<file path="src/rtl/ps2_rx_multi.sv">
`default_nettype none
// +----------------------------------------------------------------------------+
// | ps2_rx_multi: NPORTS filtered PS/2 receivers with per-port FIFOs on SPAM.   |
// | Revision: 1.0                                                               |
// +----------------------------------------------------------------------------+
module ps2_rx_multi #(
  parameter int NPORTS          = 2,
  parameter int FIFO_DEPTH      = 16,
  parameter int DEBOUNCE_CYCLES = 64,
  parameter int TIMEOUT_CYCLES  = 4096,
  parameter int SPAM_DID_HI     = 3,
  parameter int SPAM_ADDR_HI    = 23,
  parameter int SPAM_DATA_HI    = 31,
  parameter logic [SPAM_DID_HI:0]  SPAM_DID_KEYBOARD = 'h2,
  parameter logic [SPAM_ADDR_HI:0] SPAM_ADDRPFX      = '0,
  parameter logic [SPAM_ADDR_HI:0] SPAM_ADDRMASK     = '0,
  parameter logic [SPAM_DID_HI:0]  SPAM_DID          = SPAM_DID_KEYBOARD
) (
  input  logic                    cclk,
  input  logic                    cclk_rst_b,
  input  logic [NPORTS-1:0]       ps2clk,
  input  logic [NPORTS-1:0]       ps2data,
  input  logic                    spamo_valid,
  input  logic                    spamo_r_nw,
  input  logic [SPAM_DID_HI:0]    spamo_did,
  input  logic [SPAM_ADDR_HI:0]   spamo_addr,
  input  logic [SPAM_DATA_HI:0]   spamo_data,
  output logic                    ps2__spami_busy_b,
  output logic [31:0]             ps2__spami_data,
  output logic [NPORTS-1:0]       ps2__irq
);

  localparam int AW = $clog2(FIFO_DEPTH);
  localparam int CW = $clog2(FIFO_DEPTH) + 1;
  localparam int DW = $clog2(DEBOUNCE_CYCLES + 1);
  localparam int TW = $clog2(TIMEOUT_CYCLES + 1);

  localparam logic [1:0] ST_IDLE   = 2'd0;
  localparam logic [1:0] ST_DATA   = 2'd1;
  localparam logic [1:0] ST_PARITY = 2'd2;
  localparam logic [1:0] ST_STOP   = 2'd3;

  logic              w_hit;
  logic [1:0]        w_port;
  logic [1:0]        w_reg;
  logic [NPORTS-1:0] w_pop;
  logic [NPORTS-1:0] w_clr;
  logic [CW-1:0]     w_cnt  [NPORTS];
  logic [7:0]        w_head [NPORTS];
  logic [7:0]        w_ferr [NPORTS];
  logic [7:0]        w_perr [NPORTS];
  logic              w_ovf  [NPORTS];
  logic [31:0]       rdata_d;
  logic              w_unused;

  assign w_hit    = spamo_valid && (spamo_did == SPAM_DID) &&
                    ((spamo_addr & SPAM_ADDRMASK) == SPAM_ADDRPFX);
  assign w_port   = spamo_addr[5:4];
  assign w_reg    = spamo_addr[3:2];
  assign w_unused = ^spamo_data[SPAM_DATA_HI:1];

  for (genvar p = 0; p < NPORTS; p++) begin : g_port
    logic          clk_s1_q, clk_s2_q, dat_s1_q, dat_s2_q, filt_q;
    logic [DW-1:0] deb_q;
    logic          w_fall;
    logic [1:0]    state_q, state_d;
    logic [2:0]    bit_q, bit_d;
    logic [7:0]    sh_q, sh_d, pbyte_q, pbyte_d, ferr_q, perr_q;
    logic          par_q, par_d, push_q, push_d, w_perr_inc, w_ferr_inc;
    logic [TW-1:0] tmo_q, tmo_d;
    logic [AW-1:0] wr_q, rd_q;
    logic [CW-1:0] cnt_q;
    logic          ovf_q, w_full, w_wr;
    logic [7:0]    mem_q [FIFO_DEPTH];

    // Filtered clock only follows the synchroniser once the new level has
    // survived DEBOUNCE_CYCLES cycles; the fall is flagged in that cycle.
    assign w_fall = filt_q && !clk_s2_q && (deb_q == DW'(DEBOUNCE_CYCLES));

    always_ff @(posedge cclk or negedge cclk_rst_b) begin
      if (!cclk_rst_b) begin
        clk_s1_q <= 1'b1;
        clk_s2_q <= 1'b1;
        dat_s1_q <= 1'b1;
        dat_s2_q <= 1'b1;
        filt_q   <= 1'b1;
        deb_q    <= '0;
      end else begin
        clk_s1_q <= ps2clk[p];
        clk_s2_q <= clk_s1_q;
        dat_s1_q <= ps2data[p];
        dat_s2_q <= dat_s1_q;
        if (clk_s2_q == filt_q) begin
          deb_q <= '0;
        end else if (deb_q == DW'(DEBOUNCE_CYCLES)) begin
          filt_q <= clk_s2_q;
          deb_q  <= '0;
        end else begin
          deb_q <= deb_q + 1'b1;
        end
      end
    end

    always_comb begin
      state_d    = state_q;
      bit_d      = bit_q;
      sh_d       = sh_q;
      par_d      = par_q;
      push_d     = 1'b0;
      pbyte_d    = pbyte_q;
      w_perr_inc = 1'b0;
      w_ferr_inc = 1'b0;
      tmo_d      = (state_q == ST_IDLE || w_fall) ? '0 : tmo_q + 1'b1;
      case (state_q)
        ST_IDLE: if (w_fall && !dat_s2_q) begin
          state_d = ST_DATA;
          bit_d   = 3'd0;
        end
        ST_DATA: if (w_fall) begin
          sh_d  = {dat_s2_q, sh_q[7:1]};
          bit_d = bit_q + 3'd1;
          if (bit_q == 3'd7) state_d = ST_PARITY;
        end
        ST_PARITY: if (w_fall) begin
          par_d   = dat_s2_q;
          state_d = ST_STOP;
        end
        ST_STOP: if (w_fall) begin
          state_d = ST_IDLE;
          if (!dat_s2_q)              w_ferr_inc = 1'b1;
          else if (!(^sh_q ^ par_q))  w_perr_inc = 1'b1;
          else begin
            push_d  = 1'b1;
            pbyte_d = sh_q;
          end
        end
        default: state_d = ST_IDLE;
      endcase
      if (state_q != ST_IDLE && !w_fall && tmo_q == TW'(TIMEOUT_CYCLES - 1)) begin
        state_d    = ST_IDLE;
        w_ferr_inc = 1'b1;
        tmo_d      = '0;
      end
    end

    assign w_full = (cnt_q == CW'(FIFO_DEPTH));
    assign w_wr   = push_q && !w_full;
    assign w_pop[p] = w_hit && spamo_r_nw && (w_reg == 2'd0) &&
                      (w_port == 2'(p)) && (cnt_q != '0);
    assign w_clr[p] = w_hit && !spamo_r_nw && (w_reg == 2'd2) &&
                      (w_port == 2'(p)) && spamo_data[0];

    always_ff @(posedge cclk or negedge cclk_rst_b) begin
      if (!cclk_rst_b) begin
        state_q <= ST_IDLE;
        bit_q   <= '0;
        sh_q    <= '0;
        par_q   <= 1'b0;
        tmo_q   <= '0;
        push_q  <= 1'b0;
        pbyte_q <= '0;
        ferr_q  <= '0;
        perr_q  <= '0;
        ovf_q   <= 1'b0;
        wr_q    <= '0;
        rd_q    <= '0;
        cnt_q   <= '0;
      end else begin
        state_q <= state_d;
        bit_q   <= bit_d;
        sh_q    <= sh_d;
        par_q   <= par_d;
        tmo_q   <= tmo_d;
        push_q  <= push_d;
        pbyte_q <= pbyte_d;
        // A software clear outranks any same-cycle event.
        if (w_clr[p])                          ferr_q <= '0;
        else if (w_ferr_inc && ferr_q != 8'hFF) ferr_q <= ferr_q + 8'd1;
        if (w_clr[p])                          perr_q <= '0;
        else if (w_perr_inc && perr_q != 8'hFF) perr_q <= perr_q + 8'd1;
        if (w_clr[p])                          ovf_q  <= 1'b0;
        else if (push_q && w_full)             ovf_q  <= 1'b1;
        if (w_wr)     wr_q <= wr_q + 1'b1;
        if (w_pop[p]) rd_q <= rd_q + 1'b1;
        if (w_wr && !w_pop[p])      cnt_q <= cnt_q + 1'b1;
        else if (!w_wr && w_pop[p]) cnt_q <= cnt_q - 1'b1;
      end
    end

    always_ff @(posedge cclk) begin
      if (w_wr) mem_q[wr_q] <= pbyte_q;
    end

    assign w_cnt[p]    = cnt_q;
    assign w_head[p]   = mem_q[rd_q];
    assign w_ferr[p]   = ferr_q;
    assign w_perr[p]   = perr_q;
    assign w_ovf[p]    = ovf_q;
    assign ps2__irq[p] = (cnt_q != '0);
  end

  always_comb begin
    rdata_d = '0;
    if (spamo_r_nw) begin
      for (int i = 0; i < NPORTS; i++) begin
        if (w_port == 2'(i)) begin
          case (w_reg)
            2'd0: if (w_cnt[i] != '0) rdata_d = {1'b1, 23'h0, w_head[i]};
            2'd1: rdata_d = {8'h0, w_ferr[i], w_perr[i], w_ovf[i], 7'(w_cnt[i])};
            default: rdata_d = '0;
          endcase
        end
      end
    end
  end

  always_ff @(posedge cclk or negedge cclk_rst_b) begin
    if (!cclk_rst_b) begin
      ps2__spami_busy_b <= 1'b0;
      ps2__spami_data   <= '0;
    end else begin
      ps2__spami_busy_b <= w_hit;
      ps2__spami_data   <= w_hit ? rdata_d : 32'h0;
    end
  end

endmodule
`default_nettype wire

</file>
<file path="config.mk">
export PLATFORM = sky130hd
export DESIGN_NAME = ps2_rx_multi
export DESIGN_NICKNAME = d
export VERILOG_FILES = /design/src/rtl/ps2_rx_multi.sv
export SDC_FILE = /design/constraint.sdc
export NUM_CORES = 1
export LEC_CHECK = 0
export CAP_MARGIN = 15
export CORE_UTILIZATION = 45
export CTS_CLUSTER_DIAMETER = 120
export DETAILED_ROUTE_END_ITERATION = 16
export RECOVER_POWER = 25
export SETUP_SLACK_MARGIN = 0.2
export SYNTH_ARGS = -nofsm -noshare
export SYNTH_HDL_FRONTEND = slang
export SYNTH_SLANG_ARGS = --single-unit
</file>
<file path="constraint.sdc">
create_clock -name cclk -period 4.15 [get_ports cclk]
set_input_delay 0.6225 -clock cclk [delete_from_list [all_inputs] [get_ports cclk]]
set_output_delay 0.6225 -clock cclk [all_outputs]
set_load 0.005 [all_outputs]
</file>
==> impl_metrics.csv <==
group,metric,value,unit
outcome,outcome,"finished with violations",
outcome,violations,"DRC, capacitance limit, slew limit",
cts,cts_made_buffers,46,
layout,seqCellArea,0.0123,mm^2
floorplanning,die_h,207,um
layout,finish.utilization,52.1,%
grt,grt_use_met3,3.64,%
detailed_routing,avgViaCountPerCell,5.52,
sta,fin_tns_setup,0,ns
worst_setup_path,worstSetupStartpointType,"input port",
detailed_routing,avgRoutedWirePerCell,19.8,um
detailed_routing,first_pass_iters,14,
worst_setup_path,r2r_start,"g_port[1].cnt_q[1]",
sta,period_share,80.5,%
grt,grt_pass1_vias,10800,
sta,slew_violations,103,
grt,grt_pass1_wl,61300,um
detailed_routing,ant_nets,0,
cts,clk_pin_slew,0.06,ns
layout,nets,1494,
job,cap_violations,1,
worst_hold_path,hp-class,"flip-flop to flip-flop",
power,p_clk_share,45.5,%
cts,clock-sinks,438,
yosys,synth_cells,1318,
yosys,synth_mux_area_share,11.7,%
yosys,synth-compound-area-share,5.55,%
layout,fillers,3424,
grt,use_met1,26.8,%
power,p_int,6.97,mW
cts,clock_path_buffers,3,
worst_setup_path,path_class,"input port to flip-flop",
layout,multiInputGateArea,0.00632,mm^2
yosys,seq_area_frac_synth,64.7,%
floorplanning,initial_core_util,45.9,%
cts,ctsHoldBuffers,0,
layout,final_cells,1951,
floorplanning,io_pins,103,
floorplanning,fp-row-count,74,
layout,final_common_cell,"edfxtp_1",
floorplanning,fp.coreArea,0.0412,mm^2
grt,grt-busiest-layer,"met2",
sta,min_period,3.34,ns
yosys,ys_seq_elements,438,
grt,grt.overflow.total,0,
grt,grtUsageTotal,18.5,%
sta,tightest_slew,2.59,ns
cts,cts_tree,"done",
worst_setup_path,crit_chain,"clkdlybuf4s50_1, nand4bb_1, nand4bb_1, nor3_1, inv_1, ha_1, inv_1, ha_1, nor2b_1, o21a_1, or3_1, a21oi_1, xor2_1",
sta,rsz0062_at_grt,"no",
worst_setup_path,crit_path_top_delay_cell,"nand4bb_1",
yosys,ys_warn_count,0,
detailed_routing,drcViolationCount,3,
detailed_routing,drtIter0Drc,651,
worst_hold_path,worstHoldStart,"g_port[1].dat_s1_q",
yosys,syn_area,0.0189,mm^2
yosys,synthAdderAreaFrac,2.99,%
floorplanning,dieArea,0.0429,mm^2
detailed_routing,wl,38700,um
yosys,synth-simple-area-share,9.70,%
placement,placed_cells,1866,
yosys,ys_types,68,
worst_hold_path,whs_path_depth,0,
grt,grtUsageMet2,28.8,%
sta,max_slew_margin,-72.9,%
sta,hold_viol,0,
power,peakVddDrop,274,uV
power,power_frac_comb,1.6,%
worst_setup_path,worstPathRequired,4.63,ns
placement,place.gp.congestion,0.789,
worst_setup_path,crit_fanout,5,
grt,grt_max_degree,103,
placement,portBuffers,44,
cts,cts_setup_buffers,0,
placement,dp_hpwl,25500,um
layout,syn2layout_area_growth,13.5,%
yosys,synth-edff-count,256,
layout,final_cell_mix,"edfxtp_1, dfrtp_1, nor2_1",
cts,cts.repair.resized,0,
sta,fin_skew,0.0201,ns
cts,worstSkewPairLatency,0.58,ns
power,power_leakage,7.34,nW
worst_setup_path,r2r_end,"g_port[1].cnt_q[4]",
layout,antennaDiodeCount,0,
yosys,synth-xor-area-share,3.20,%
sta,fmax,0.299,GHz
worst_setup_path,r2r_slack,1.05,ns
power,power_density,406,mW/mm^2
power,p_switching,1.76,mW
worst_setup_path,max_stage_delay,0.44,ns
worst_setup_path,crit_path_end_kind,"flip-flop",
power,seqPwrFrac,52.9,%
cts,cts_htree_levels,2,
floorplanning,die_w,207,um
cts,cts_root_buffer,"clkbuf_16",
yosys,synth_ff_type,"edfxtp_1",
worst_hold_path,holdPathEnd,"g_port[1].dat_s2_q",
sta,setup_viol,0,
yosys,async_flop_share,41.6,%
power,p_sw_share,20.2,%
yosys,synth.avg_cell_area,14.4,um^2
layout,drive_gt1_share,15.3,%
worst_setup_path,ff2ff_path_depth,12,
detailed_routing,vias,10800,
yosys,synth_top_family_by_area,"multiplexers",
worst_setup_path,arrival,3.83,ns
grt,antenna_found_initial,0,
[cell usage after synthesis (11+ instances only)]
cell type | count | area, um^2
a21oi_1 | 45 | 225
ha_1 | 42 | 526
o21ai_0 | 25 | 125
nand2b_1 | 13 | 81.3
buf_1 | 12 | 45.0
mux2_2 | 37 | 417
o22ai_1 | 12 | 75.1
mux4_2 | 56 | 1260
xnor2_1 | 39 | 342
nor2_1 | 104 | 390
mux2i_1 | 53 | 531
xor2_1 | 25 | 219
inv_1 | 39 | 146
nand2_1 | 94 | 353
clkbuf_1 | 28 | 105
dfrtp_1 | 172 | 4300
edfxtp_1 | 256 | 7690
o31ai_1 | 28 | 210
nor3_1 | 20 | 100
nand3_1 | 33 | 165
buf_2 | 11 | 55.1
or4_1 | 20 | 150
[power by group through the flow]
stage | clock network, mW | logic [mW] | registers (mW)
after global placement | 0 | 0.144 | 4.70
after CTS | 4.07 | 0.147 | 4.62
after global routing | 4.24 | 0.164 | 4.62
after floorplan | 0 | 0.0754 | 4.70
after detailed placement | 0 | 0.147 | 4.70
final | 3.97 | 0.142 | 4.62
[final cells by class]
cell class | count | share of cell area (%)
clock buffer | 62 | 5.88
clock inverter | 23 | 0.891
inverter | 39 | 0.681
multi-input combinational | 789 | 29.4
sequential | 438 | 57.1
tap | 532 | 3.10
timing repair buffer | 68 | 2.98
[cells by family (layout without fill, tap and decap cells)]
| kind of cell | Yosys count | after routing |
|---|---|---|
| DFF | 438 | 438 |
| and+or+nand+nor | 365 | 365 |
| AOI/OAI and AO/OA | 161 | 161 |
| muxes | 146 | 146 |
| buffers and inverters | 97 | 192 |
| xor gates and xnor gates | 66 | 66 |
| adders and majority gates | 44 | 44 |
| other | 1 | 7 |
[worst max-delay path by stage]
stage,startpoint,endpoint,slack (ns),cells past startpoint
floorplan,spamo_did[2],g_port[1].cnt_q[4],0.88,12
global placement,spamo_did[2],g_port[1].cnt_q[4],0.40,13
detailed placement,spamo_did[2],g_port[1].cnt_q[4],0.29,13
CTS,spamo_did[2],g_port[1].cnt_q[4],0.89,13
global route,spamo_did[2],g_port[1].cnt_q[4],0.68,13
finish,spamo_did[2],g_port[1].cnt_q[4],0.81,13
[critical path: cells and delay by family]
kind                       cells  cell delay (ns)
xor gates and xnor gates       1             0.15
adders and majority gates      2             0.53
AOI/OAI and AO/OA              2             0.37
buffers and inverters          3             0.62
and+or+nand+nor                5             1.54
[through the flow]
step	worst slack, ns	cell area [um^2]	power [mW]	hold WS (ns)
6_report	0.808	21500	8.73	0.355
5_1_grt	0.677	21500	9.02	0.360
3_3_place_gp	0.400	20000	4.85	0.348
4_1_cts	0.888	21500	8.83	0.169
2_1_floorplan	0.882	19000	4.77	0.327
3_5_place_dp	0.289	20000	4.85	0.348
[per-layer routing]
layer | up-vias | wire length, um | part of all wire (%)
li1 | 5071 | - | -
met1 | 5444 | 18000 | 47
met2 | 209 | 18100 | 47
met3 | 46 | 1900 | 4.9
met4 | 0 | 630 | 1.6
met5 | - | 0 | 0
[sequential cells by signal, indices dropped and copies added, names as in the netlist, 10 cells and up]
name             cells
g_port.cnt_q        10
g_port.ferr_q       16
g_port.tmo_q        26
g_port.mem_q       256
g_port.sh_q         16
g_port.pbyte_q      16
g_port.deb_q        14
ps2__spami_data     25
g_port.perr_q       16
No activity file was read; power rests on OpenSTA's default activity.
==> edit 1 (config.mk and constraints unchanged) <==
Set the parameter `DEBOUNCE_CYCLES` to 32 (it was 64).
--- a/src/rtl/ps2_rx_multi.sv
+++ b/src/rtl/ps2_rx_multi.sv
@@ -6,7 +6,7 @@
 module ps2_rx_multi #(
   parameter int NPORTS          = 2,
   parameter int FIFO_DEPTH      = 16,
-  parameter int DEBOUNCE_CYCLES = 64,
+  parameter int DEBOUNCE_CYCLES = 32,
   parameter int TIMEOUT_CYCLES  = 4096,
   parameter int SPAM_DID_HI     = 3,
   parameter int SPAM_ADDR_HI    = 23,
Formal check against the unedited RTL: same outputs for any inputs over 4 cycles, from zero or initial values and one cycle with cclk_rst_b low; that may be too few to reach the edited logic, so the function may still have changed.
==> edit 1 against the unedited design <==
  * The run ends with max-capacitance violations, max-slew violations left
  * Sequential power hardly changed
  * Setup slack improved by 3.2 ps
  * Cell area rose by 0.58%
  * Area after synthesis increased by 0.34%
  * Die area grew 0.34%
  * Routed wire length down 0.63%
  * Total power increased by 3.3%
  * Sequential cell count is 2 lower
  * Utilization is 0.30 points higher
==> edit 1: results (changes against the unedited design) <==
- Outcome: finished with violations
- Failing checks: max-capacitance violations, max-slew violations
- CP arrival: 3800 ps (-30 ps)
- Place WS: 414.8 ps (+126.3 ps)
- Synth cell count leaders: edfxtp_1 (256), dfrtp_1 (170), nor2_1 (96), nand2_1 (72), mux4_2 (53)
- Worst r2r src: g_port[1].cnt_q[0]$_DFFE_PN0P_
- Filler Cell Count: 3391 (-0.96%)
- First-pass GRT wire length: 61690 um (+0.60%)
- GPL Wtd Cong: 0.8061 (+2.2%)
- Mux contribution to synthesized area: 10.70% (-0.97 points)
- Seq/Total Area, Yosys: 64.26% (-0.49 points)
- Ys async rst share: 41.28% (-0.27 points)
- Pleak: 0.007326 uW (-0.14%)
- Seq pwr: 4610 uW (about the same)
- Via density per instance: 5.553 (+0.59%)
- NetSw: 1820 uW (+3.4%)
- Number of global-route vias before repair: 11.05k (+2.7%)
- Max cap viols: 1 (unchanged)
- Post-Route WL: 38450 um (-0.63%)
- DRT iter0 DRCs: 813 (+25%)
- Total GRT Usage: 18.42% (-0.087 points)
- Slowest CP cell: or4_1
- Tcrit/Tclk final: 80.45% (about the same)
- CP delay by family, top: compound AO/OA/AOI/OAI gates
- Drt pass-1 iters: 5 (-9)
- Clk_skew: 15.80 ps (-4.283 ps)
- Crit path max fanout: 7 (+2)
- Root buffer cell: clkbuf_16
- Relative slew slack: -52.40% (+20 points)
- Post-Synth Adder-Cell Area: 2.978% (-0.010 points)
- Hold slack: 355.3 ps (+0.2130 ps)
- Top cells by area, synth: edfxtp_1 (40%), dfrtp_1 (22%), mux4_2 (6.3%), ha_1 (2.8%), mux2_2 (2.7%)
- Largest net degree at the start of global routing: 87 (-16%)
- Final Max Tran Viols: 87 (-16%)
- Reg2Reg Depth: 13 (+1)
- Clock power frac: 46.8% (+1.3 points)
- Crit-path max cell delay: 560 ps (+120 ps)
- FF-to-FF setup slack: 810 ps (-240 ps)
- Worst vdd ir: 0.0002230 V (-18%)
- Worst Hold Launch: g_port[0].clk_s1_q$_DFF_PN1_
- Compound-cell area share of the yosys netlist: 6.548% (+1.0 points)
- Layout cells sized above 1: 15.95% (+0.65 points)
- Num CTS Buffers: 47 (+2.2%)
- Diode count: 0 (unchanged)
==> edit 1: changes by cell type in the layout (fill, tap and decap cells not counted), sizes merged, moves of 7 or more <==
| cell | delta |
|---|---|
| a22oi | +23 |
| and4 | +7 |
| mux2 | +9 |
| mux2i | -21 |
| nand2 | -22 |
| nand4 | +7 |
| nor2 | -8 |
| nor2b | +9 |
| o31ai | -9 |
| or3b | -7 |
==> edit 1: layer usage <==
layer	track usage [%]	wire (um)	vias to the layer above
met1	26.12	18080	5425
met3	3.767	1935	59
met2	28.90	17600	211
li1	-	-	5094
met5	0	0	-
met4	5.121	842	0
==> edit 1: worst reg2reg max path, cell delays in order (launching register included) <==
cell and delay, ps:
dfrtp_1 490, or4_1 560, o21ai_0 500, nor2_1 80, buf_4 180, inv_1 60, ha_1 170, inv_1 110
fa_1 410, a21o_1 170, a21oi_1 170, xnor2_1 140, nor2_1 70, xnor2_1 120
==> edit 1: cell families after synthesis <==
| group | after synthesis |
|---|---|
| other | 1 |
| adders and majority gates | 44 |
| xor gates and xnor gates | 67 |
| and+or+nand+nor | 351 |
| AOI/OAI and AO/OA | 181 |
| DFF | 436 |
| buffers and inverters | 97 |
| muxes | 131 |
==> edit 1: through the flow <==
step | instance area (um2) | total power, uW | cells
floorplan | 19020 | 4799 | 1314
global placement | 20070 | 4886 | 1855
detailed placement | 20070 | 4888 | 1855
CTS | 21630 | 9129 | 1943
global route | 21610 | 9319 | 1943
finish | 21610 | 9011 | 1943
==> edit 1: final cells by class <==
cell class,instances,area share [%]
clock buffer,63,5.907
clock inverter,25,1.326
timing repair buffer,69,2.872
multi-input combinational,781,29.68
inverter,37,0.6428
tap,532,3.081
sequential,436,56.49
==> edit 2 (config.mk and constraints unchanged) <==
Without the edit above. Take the reset off `ps2__spami_data` and load it in a clocked block of its own.
--- a/src/rtl/ps2_rx_multi.sv
+++ b/src/rtl/ps2_rx_multi.sv
@@ -217,11 +217,13 @@
   always_ff @(posedge cclk or negedge cclk_rst_b) begin
     if (!cclk_rst_b) begin
       ps2__spami_busy_b <= 1'b0;
-      ps2__spami_data   <= '0;
     end else begin
       ps2__spami_busy_b <= w_hit;
-      ps2__spami_data   <= w_hit ? rdata_d : 32'h0;
-    end
+    end
+  end
+
+  always_ff @(posedge cclk) begin
+    ps2__spami_data <= w_hit ? rdata_d : 32'h0;
   end
 
 endmodule
Function: same outputs for any inputs over 10 cycles, from zero or initial values and one cycle with cclk_rst_b low; that may be too few to reach the edited logic, so the function may still have changed.
==> edit 2 against the unedited design <==
  * Global-route usage up 0.52 points
  * Cell area fell by 0.13%
  * Final cell count shrank 1.0%
  * Setup slack better by 160 ps
  * Non-clock buffer count up 10
  * Critical path depth stayed put
  * Sequential cell count unchanged
  * Register-to-register slack worse by 30 ps
  * Total power is 1.4% higher
  * Largest cell class unchanged
  * Via count fell by 1.3%
  * Routed wire length shrank 1.4%
  * Area after synthesis down 0.93%
==> edit 2: results (changes against the unedited design) <==
- Largest net degree at the start of global routing: 71 (-31%)
- Nets: 1473 (-1.4%)
- R2R Path End: g_port[0].cnt_q[4]$_DFFE_PN0P_
- Post-route insts no fill: 1931 (-1.0%)
- Ys async rst share: 35.84% (-5.7 points)
- Placed Instance Area: 19920 um2 (-0.60%)
- Via density per instance: 5.503 (-0.31%)
- Slowest CP cell: clkdlybuf4s50_1
- Core area: 40920 um2 (-0.67%)
- Relative slew slack: 24.02% (+97 points)
- Number of synthesized flops with an enable pin: 256 (unchanged)
- Mapped Cells: 1288 (-2.3%)
- First-pass GRT wire length: 61520 um (+0.33%)
- Filler Cell Count: 3428 (+0.12%)
- CP arrival: 3670 ps (-160 ps)
- Root buffer cell: clkbuf_16
- H-tree Lvls: 2 (unchanged)
- Total GRT Usage: 19.02% (+0.52 points)
- Main synth FF type: edfxtp_1
- FF-to-FF setup slack: 1020 ps (-30 ps)
- Worst-Skew Late Latency: 570 ps
- Largest regs: g_port.mem_q (256), g_port.tmo_q (26), ps2__spami_data (25)
- Max clock buf depth: 3 (unchanged)
- Drt pass-1 iters: 5 (-9)
- Worst r2r src: g_port[0].cnt_q[0]$_DFFE_PN0P_
- Crit-path max cell delay: 660 ps (+220 ps)
- Placed cells: 1846 (-1.1%)
- Crit path max fanout: 3 (-2)
- Clk_skew: 22.92 ps (+2.830 ps)
- Worst vdd ir: 0.0002704 V (-1.2%)
- Post-Route WL: 38160 um (-1.4%)
- Top cells by area, synth: edfxtp_1 (41%), dfrtp_1 (20%), mux4_2 (7.2%), ha_1 (2.8%), mux2_2 (2.7%)
- Reg2Reg Depth: 14 (+2)
- GPL Wtd Cong: 0.8333 (+5.6%)
- Layout cells sized above 1: 16.95% (+1.7 points)
- Seq/Total Area, Yosys: 64.68% (about the same)
- Hold buffer count at cts: 0 (unchanged)
- Yosys warning total: 0 (unchanged)
- Synth cell count leaders: edfxtp_1 (256), dfrtp_1 (147), nor2_1 (94), nand2_1 (68), mux4_2 (60)
- Initial antenna violation count: 0 (unchanged)
- Outcome: complete, no violations
- DRT iter0 DRCs: 688 (+5.7%)
- Post-CTS setup buffers: 0 (unchanged)
- Num CTS Buffers: 45 (-2.2%)
- Distinct cells, synth: 68 (unchanged)
- Hold WC Path Type: in2async
- Post_cts resized: 0 (unchanged)
- Hpwl dp: 24820 um (-2.7%)
- Number of global-route vias before repair: 10.80k (+0.37%)
- Pleak: 0.007201 uW (-1.8%)
edit 2: cell count changes in the layout (fill, tap and decap cells not counted), sizes merged, moves of 10 or more:
| cell | unedited run | this run |
|---|---|---|
| buf | 24 | 35 |
| dfrtp | 172 | 147 |
| dfxtp | 0 | 25 |
| mux2i | 53 | 43 |
| nand2 | 94 | 68 |
| nor2 | 104 | 94 |
| nor2b | 7 | 18 |
| o22ai | 12 | 2 |
edit 2: cell families after synthesis:
group                      synth area share, %
other                                  0.02000
muxes                                    12.20
adders and majority gates                3.016
AOI/OAI and AO/OA                        5.491
buffers and inverters                    2.062
xor gates and xnor gates                 3.136
and+or+nand+nor                          9.394
DFF                                      64.68
edit 2: final cells by class:
type | count | share of cell area, %
Antenna cell | 1 | 0.01166
Multi-Input combinational cell | 762 | 29.25
Inverter | 36 | 0.6298
Sequential cell | 438 | 56.55
Clock buffer | 68 | 6.520
Tap cell | 532 | 3.102
Clock inverter | 16 | 0.6356
Timing Repair Buffer | 78 | 3.307
edit 2: worst max path at each step:
stage | start | end | slack (ps)
floorplan | spamo_addr[4] | g_port[1].cnt_q[4]$_DFFE_PN0P_ | 690
global placement | spamo_addr[4] | g_port[1].cnt_q[4]$_DFFE_PN0P_ | 500
detailed placement | spamo_addr[4] | g_port[1].cnt_q[4]$_DFFE_PN0P_ | 490
CTS | g_port[0].cnt_q[0]$_DFFE_PN0P_ | g_port[0].cnt_q[4]$_DFFE_PN0P_ | 1000
global route | g_port[0].cnt_q[0]$_DFFE_PN0P_ | g_port[0].cnt_q[4]$_DFFE_PN0P_ | 760
finish | spamo_addr[4] | g_port[1].cnt_q[4]$_DFFE_PN0P_ | 970
edit 2: where the power goes:
group	switching, uW	internal (uW)
combinational	82.6	48.9
sequential	18.8	4590
clock	1650	2460
edit 2: stage by stage:
stage                     total power [uW]  util (%)  setup slack, ps  hold slack [ps]
after floorplan                       4762         -            690.1            326.9
after global placement                4830     48.67            502.6            345.8
after detailed placement              4833     48.67            494.6            347.5
after CTS                             8958     52.42             1000            86.56
after global routing                  9145     52.42            760.5            128.0
final                                 8850     52.43            971.3            83.70
edit 2: critical path: cells and delay by family:
family	cells	cell delay, ps
compound gates	3	590
xor+xnor	1	150
buf+inv	3	830
simple gates	4	1010
fa+ha+maj	2	460
edit 2: metal layers:
metal | track usage (%) | vias to the layer above | routed length (um)
met5 | 0 | - | 0
met4 | 6.040 | 0 | 852
met3 | 3.201 | 53 | 1745
met2 | 28.74 | 212 | 17370
met1 | 28.06 | 5345 | 18200
li1 | - | 5017 | -
